### config.mk
export PLATFORM = sky130hd
export DESIGN_NAME = matdet_seq
export DESIGN_NICKNAME = d
export VERILOG_FILES = /design/src/rtl/matdet_seq.sv
export SDC_FILE = /design/constraint.sdc
export NUM_CORES = 1
export LEC_CHECK = 0
export ABC_CLOCK_PERIOD_IN_PS = 5400
export CAP_MARGIN = 10
export CORE_ASPECT_RATIO = 1.4
export CORE_UTILIZATION = 48
export DETAILED_ROUTE_END_ITERATION = 6
export MAX_ROUTING_LAYER = met4
export PLACE_DENSITY = 0.76
export SLEW_MARGIN = 20
export SYNTH_ARGS = -nofsm -noshare
export SYNTH_HDL_FRONTEND = slang
export SYNTH_SLANG_ARGS = --single-unit
### constraint.sdc
create_clock -name clk -period 5.4 [get_ports clk]
set_clock_uncertainty 0.05 [all_clocks]
set_input_delay 0.81 -clock clk [delete_from_list [all_inputs] [get_ports clk]]
set_output_delay 0.81 -clock clk [all_outputs]
set_load 0.02 [all_outputs]
### src/rtl/matdet_seq.sv
// Sequential N x N determinant engine: one multiplier walks all N! Leibniz terms
// in Heap's permutation order, accumulating with alternating sign modulo 2^DATA_WIDTH.
module matdet_seq #(
  parameter int DATA_WIDTH = 8,
  parameter int N          = 4
) (
  input  logic                           clk,
  input  logic                           rst_n,
  input  logic [N*N*DATA_WIDTH-1:0]      a,
  input  logic                           in_valid,
  output logic                           in_ready,
  output logic [DATA_WIDTH-1:0]          det,
  output logic                           out_valid,
  input  logic                           out_ready,
  output logic                           busy
);

  localparam int IW = (N > 1) ? $clog2(N) : 1;
  localparam logic [IW-1:0] KLAST = IW'(N - 1);

  typedef enum logic [1:0] {
    IDLE = 2'd0,
    PROD = 2'd1,
    STEP = 2'd2,
    DONE = 2'd3
  } state_t;

  state_t                state_r, state_s;
  logic [DATA_WIDTH-1:0] m_r [N][N];
  logic [IW-1:0]         p_r [N];
  logic [IW-1:0]         c_r [N];
  logic [IW-1:0]         k_r;
  logic                  sign_r;
  logic [DATA_WIDTH-1:0] acc_r, prod_r, det_r, acc_s;
  logic                  in_ready_r, out_valid_r, busy_r;
  logic                  found_s;
  logic [IW-1:0]         idx_s, swap_s;

  // Heap step search: lowest i with c[i] < i, plus its swap partner.
  always_comb begin
    found_s = 1'b0;
    idx_s   = '0;
    for (int i = N - 1; i >= 1; i--) begin
      if (c_r[i] < IW'(i)) begin
        found_s = 1'b1;
        idx_s   = IW'(i);
      end else begin
        found_s = found_s;
      end
    end
    if (idx_s[0]) begin
      swap_s = c_r[idx_s];
    end else begin
      swap_s = '0;
    end
    if (sign_r) begin
      acc_s = acc_r + prod_r;
    end else begin
      acc_s = acc_r - prod_r;
    end
  end

  // Next-state decode.
  always_comb begin
    state_s = state_r;
    case (state_r)
      IDLE: begin
        if (in_valid) state_s = PROD;
        else          state_s = IDLE;
      end
      PROD: begin
        if (k_r == KLAST) state_s = STEP;
        else              state_s = PROD;
      end
      STEP: begin
        if (found_s) state_s = PROD;
        else         state_s = DONE;
      end
      DONE: begin
        if (out_ready) state_s = IDLE;
        else           state_s = DONE;
      end
      default: state_s = IDLE;
    endcase
  end

  // State register; handshake flags are registered from the next state.
  always_ff @(posedge clk) begin
    if (!rst_n) begin
      state_r     <= IDLE;
      in_ready_r  <= 1'b1;
      out_valid_r <= 1'b0;
      busy_r      <= 1'b0;
    end else begin
      state_r     <= state_s;
      in_ready_r  <= (state_s == IDLE);
      out_valid_r <= (state_s == DONE);
      busy_r      <= (state_s == PROD) || (state_s == STEP);
    end
  end

  // Datapath: matrix capture, product chain, accumulation and Heap bookkeeping.
  always_ff @(posedge clk) begin
    if (!rst_n) begin
      acc_r  <= '0;
      det_r  <= '0;
      prod_r <= DATA_WIDTH'(1);
      k_r    <= '0;
      sign_r <= 1'b1;
    end else begin
      case (state_r)
        IDLE: begin
          if (in_valid) begin
            for (int r = 0; r < N; r++) begin
              for (int c = 0; c < N; c++) begin
                m_r[r][c] <= a[(r*N+c)*DATA_WIDTH +: DATA_WIDTH];
              end
              p_r[r] <= IW'(r);
              c_r[r] <= '0;
            end
            acc_r  <= '0;
            prod_r <= DATA_WIDTH'(1);
            k_r    <= '0;
            sign_r <= 1'b1;
          end
        end
        PROD: begin
          prod_r <= prod_r * m_r[k_r][p_r[k_r]];
          k_r    <= k_r + IW'(1);
        end
        STEP: begin
          acc_r <= acc_s;
          if (found_s) begin
            for (int j = 1; j < N; j++) begin
              if (IW'(j) < idx_s)       c_r[j] <= '0;
              else if (IW'(j) == idx_s) c_r[j] <= c_r[j] + IW'(1);
            end
            p_r[idx_s]  <= p_r[swap_s];
            p_r[swap_s] <= p_r[idx_s];
            sign_r      <= ~sign_r;
            prod_r      <= DATA_WIDTH'(1);
            k_r         <= '0;
          end else begin
            det_r <= acc_s;
          end
        end
        default: ;
      endcase
    end
  end

  assign in_ready  = in_ready_r;
  assign out_valid = out_valid_r;
  assign busy      = busy_r;
  assign det       = det_r;

endmodule

==> impl_results.md <==
* DR vias at 5,246
* WHS at 0.414 ns
* RSZ-0062 raised after global routing: no
* Total power at 3.32 mW
* PnR worst setup slack at 0.231 ns
* Cell chain of the critical path: mux4_2, mux2_4, nand2_1, o21ai_4, and2_1, fa_2, fa_1, ha_1, inv_1, fa_1, inv_1, ha_1, a21o_1, a21oi_2, xnor2_2, xnor2_2, xnor2_1, xnor2_1, xnor2_1, o21ai_1
* Post-synthesis cell area at 8450 µm²
* Slowest cell on crit path: mux4_2
* Initial antenna violation count at 0
* First-pass DRT Iterations at 5
* Yosys reg bits at 176
* Remaining antenna violation count after routing at 0
* Mean routed wirelength per cell at 17.4 µm
* Largest net degree at the start of global routing at 71
* Site Rows at 57
* First-pass GRT wire length at 27,000 µm
* Synth-to-Final Area Change at 29.1%
* Largest family of logic cells by synthesized area: multiplexers
* Minimum clock period at 5.17 ns
* Worst slack, placed at -0.0122 ns
* Yosys warns at 0
* Boundary Pins at 143
* Reg clk slew, reported paths at 0.07 ns
* Design Area, Final at 10,900 µm²
* Leakage at 4.00 nW
* TritonCTS Buffers at 17
* Global Route Usage Sum at 0.205
* Clock H-tree levels at 4
* DRC at 0
* Vias in the first global route at 5,470
* Initial DRC count at 267
* Mapped Cells at 592
* CP max FO at 6
* Syn avg cell area at 14.3 µm²
* Hold Crit Class: reg -> reg
* Clock Tree Buf Depth at 2
* Die Outline Area at 18,100 µm²
* Final #Nets at 920
* Slew Limit Fails at 0
* Crit end category: flop
* Slew @ Worst Pin at 0.754 ns
* CP max stage delay at 0.65 ns
* Combinational Power Share at 0.164
* CP startpoint kind: flop
* Gr ovfl total at 0
* Switching part of the total power at 0.263
* Synthesized Nets at 766
* Synth Area in XOR/XNOR at 0.0319
* Commonest cells after routing, fill and taps aside: edfxtp_1, clkdlybuf4s50_1, nand2_1
* Core area at 17,300 µm²
* Netlist cell types at 48
* Clk network pwr share at 0.364
* Compound-gate portion of the synthesized area at 0.0556
* Sequential-to-total area share from yosys stat at 0.585
* Worst-Skew Late Latency at 0.44 ns
* Post-route clock period utilization at 0.957
* Share of the synthesized area in the top cell type at 0.505
* DPL Wire Length at 12,500 µm
* Slew HR at 0.497
* DR vias/cell at 5.27
* # diodes at 0
* Placement-stage cell area at 10,100 µm²
* Pwr dens at 304 nW/µm²
* I/O Buffers at 142
* CTS tree: built
* Gpl congestion at 0.846
* Maxcap violations at 0
* CTS Root Cell: clkbuf_16
* P_int at 2.45 mW
* Cell mode on critical path: xnor2_1
* CP Class: reg -> reg
* Async S/R FF share, synth at 0
* Inst Count DP at 953
* Mux cell area share after synthesis at 0.133
* Initial Util at 0.489
* Hold buffers post-CTS at 0
* Fmax at 193 MHz
* Endpoints failing setup at 0
* Width of the die at 114 µm
* Top cells by area, synth: edfxtp_1, dfxtp_1, mux4_2, ha_1, fa_1
* CTS sink cnt at 176
* Layout cell share with drive strength beyond 1 at 0.150
* DRT Wirelength at 17,300 µm
* Sequential fraction of design power at 0.471
* Synth Flop Type: edfxtp_1
* Layout fillers at 1,271
* Psw at 0.872 mW
* Simple-Gate Fraction of Synth Area at 0.0852
* Run status: finished clean
* Non-Filler Instances at 995
* VDD IR max at 0.242 mV
* Vert. Die Dim at 159 µm
* Hold Fails Final Rpt at 0
* Worst path arrival time at 5.44 ns
* End-of-flow core utilization at 0.632
* Number of enable flip-flop cells after synthesis at 142
* Setup TNS at 0 ns
* Critical Path RT at 5.67 ns
* Adder-cell share of the synthesized area at 0.0738
* Top cell type by total area after synthesis: edfxtp_1
## timing repair
| item | CTS | global route |
|---|---|---|
| buffers inserted | 3 | 5 |
| gates cloned | 1 | 1 |
| endpoints found under the setup margin | 1 | 1 |
| pin swaps | 0 | 4 |
| resized for setup | 1 | 14 |
## synth_stat cells (3+ instances only)
| cell type | number |
|---|---|
| mux2_2 | 6 |
| or3_1 | 3 |
| a21boi_0 | 7 |
| and2_1 | 27 |
| nor2b_1 | 21 |
| a21o_1 | 4 |
| nor2_1 | 26 |
| nand2b_1 | 3 |
| mux4_1 | 7 |
| nand2_1 | 54 |
| buf_2 | 5 |
| a22oi_1 | 14 |
| fa_1 | 13 |
| mux2i_1 | 14 |
| nand3_1 | 6 |
| xnor2_1 | 19 |
| o21bai_1 | 4 |
| edfxtp_1 | 142 |
| dfxtp_1 | 34 |
| xor2_1 | 8 |
| mux4_2 | 27 |
| ha_1 | 29 |
| inv_1 | 38 |
| mux2_4 | 4 |
| o21ai_0 | 7 |
| o21ai_2 | 4 |
| a21oi_1 | 17 |
| clkbuf_1 | 14 |
| buf_6 | 6 |
| buf_1 | 3 |
## sequential cells by signal (all words and copies together) (netlist names), 2 cells and up, named ones only
| name | cells |
|---|---|
| state_r | 2 |
| det | 8 |
| c_r | 6 |
| m_r | 128 |
| prod_r | 8 |
| k_r | 2 |
| p_r | 8 |
| acc_r | 8 |
## power by group through the flow
stage,clock network (mW),registers [mW],logic (mW)
detailed placement,0,1.59,0.512
global placement,0,1.59,0.497
CTS,1.23,1.56,0.522
global route,1.28,1.57,0.597
floorplan,0,1.58,0.342
finish,1.21,1.56,0.546
## layout make-up
cell class,instances,area (µm²),area share
Sequential cell,176,4950,0.454
Multi-Input combinational cell,351,3290,0.302
Timing Repair Buffer,162,1640,0.150
Clock buffer,17,425,0.0390
Tap cell,236,295,0.0271
Clock inverter,15,161,0.0148
Inverter,38,145,0.0133
## layer usage
layer  track usage  routed length (µm)  share of wire
met2         0.352                9310           0.54
met1         0.232                6780           0.39
met5             -                   0              0
met4        0.0903                 567          0.033
met3        0.0377                 654          0.038
## path summary, 6_finish.rpt
| check | from | endpoint | slack, ns | cells past startpoint |
|---|---|---|---|---|
| hold / removal | det[3] | det[3] | 0.41 | 2 |
| setup / recovery | flop | prod_r[7] | 0.23 | 20 |
| setup reg to reg | flop | prod_r[7] | 0.23 | 20 |
| hold reg to reg | det[3] | det[3] | 0.41 | 2 |
## logic make-up after synthesis
group | Yosys count
AO/OA/AOI/OAI | 70
XOR/XNOR | 29
adder cells (fa/ha/maj) | 42
buffers and inverters | 66
flip-flops | 176
multiplexers | 62
AND/OR/NAND/NOR | 147
## worst max-delay path: cells and delay by family (launching register included)
kind | cells | cell delay, ns
XOR/XNOR | 5 | 0.73
multiplexers | 2 | 0.98
buffers and inverters | 2 | 0.09
flip-flops | 1 | 0.42
adder cells (fa/ha/maj) | 5 | 1.99
AO/OA/AOI/OAI | 4 | 0.50
AND/OR/NAND/NOR | 2 | 0.30
(Power assumes the default switching activity.)
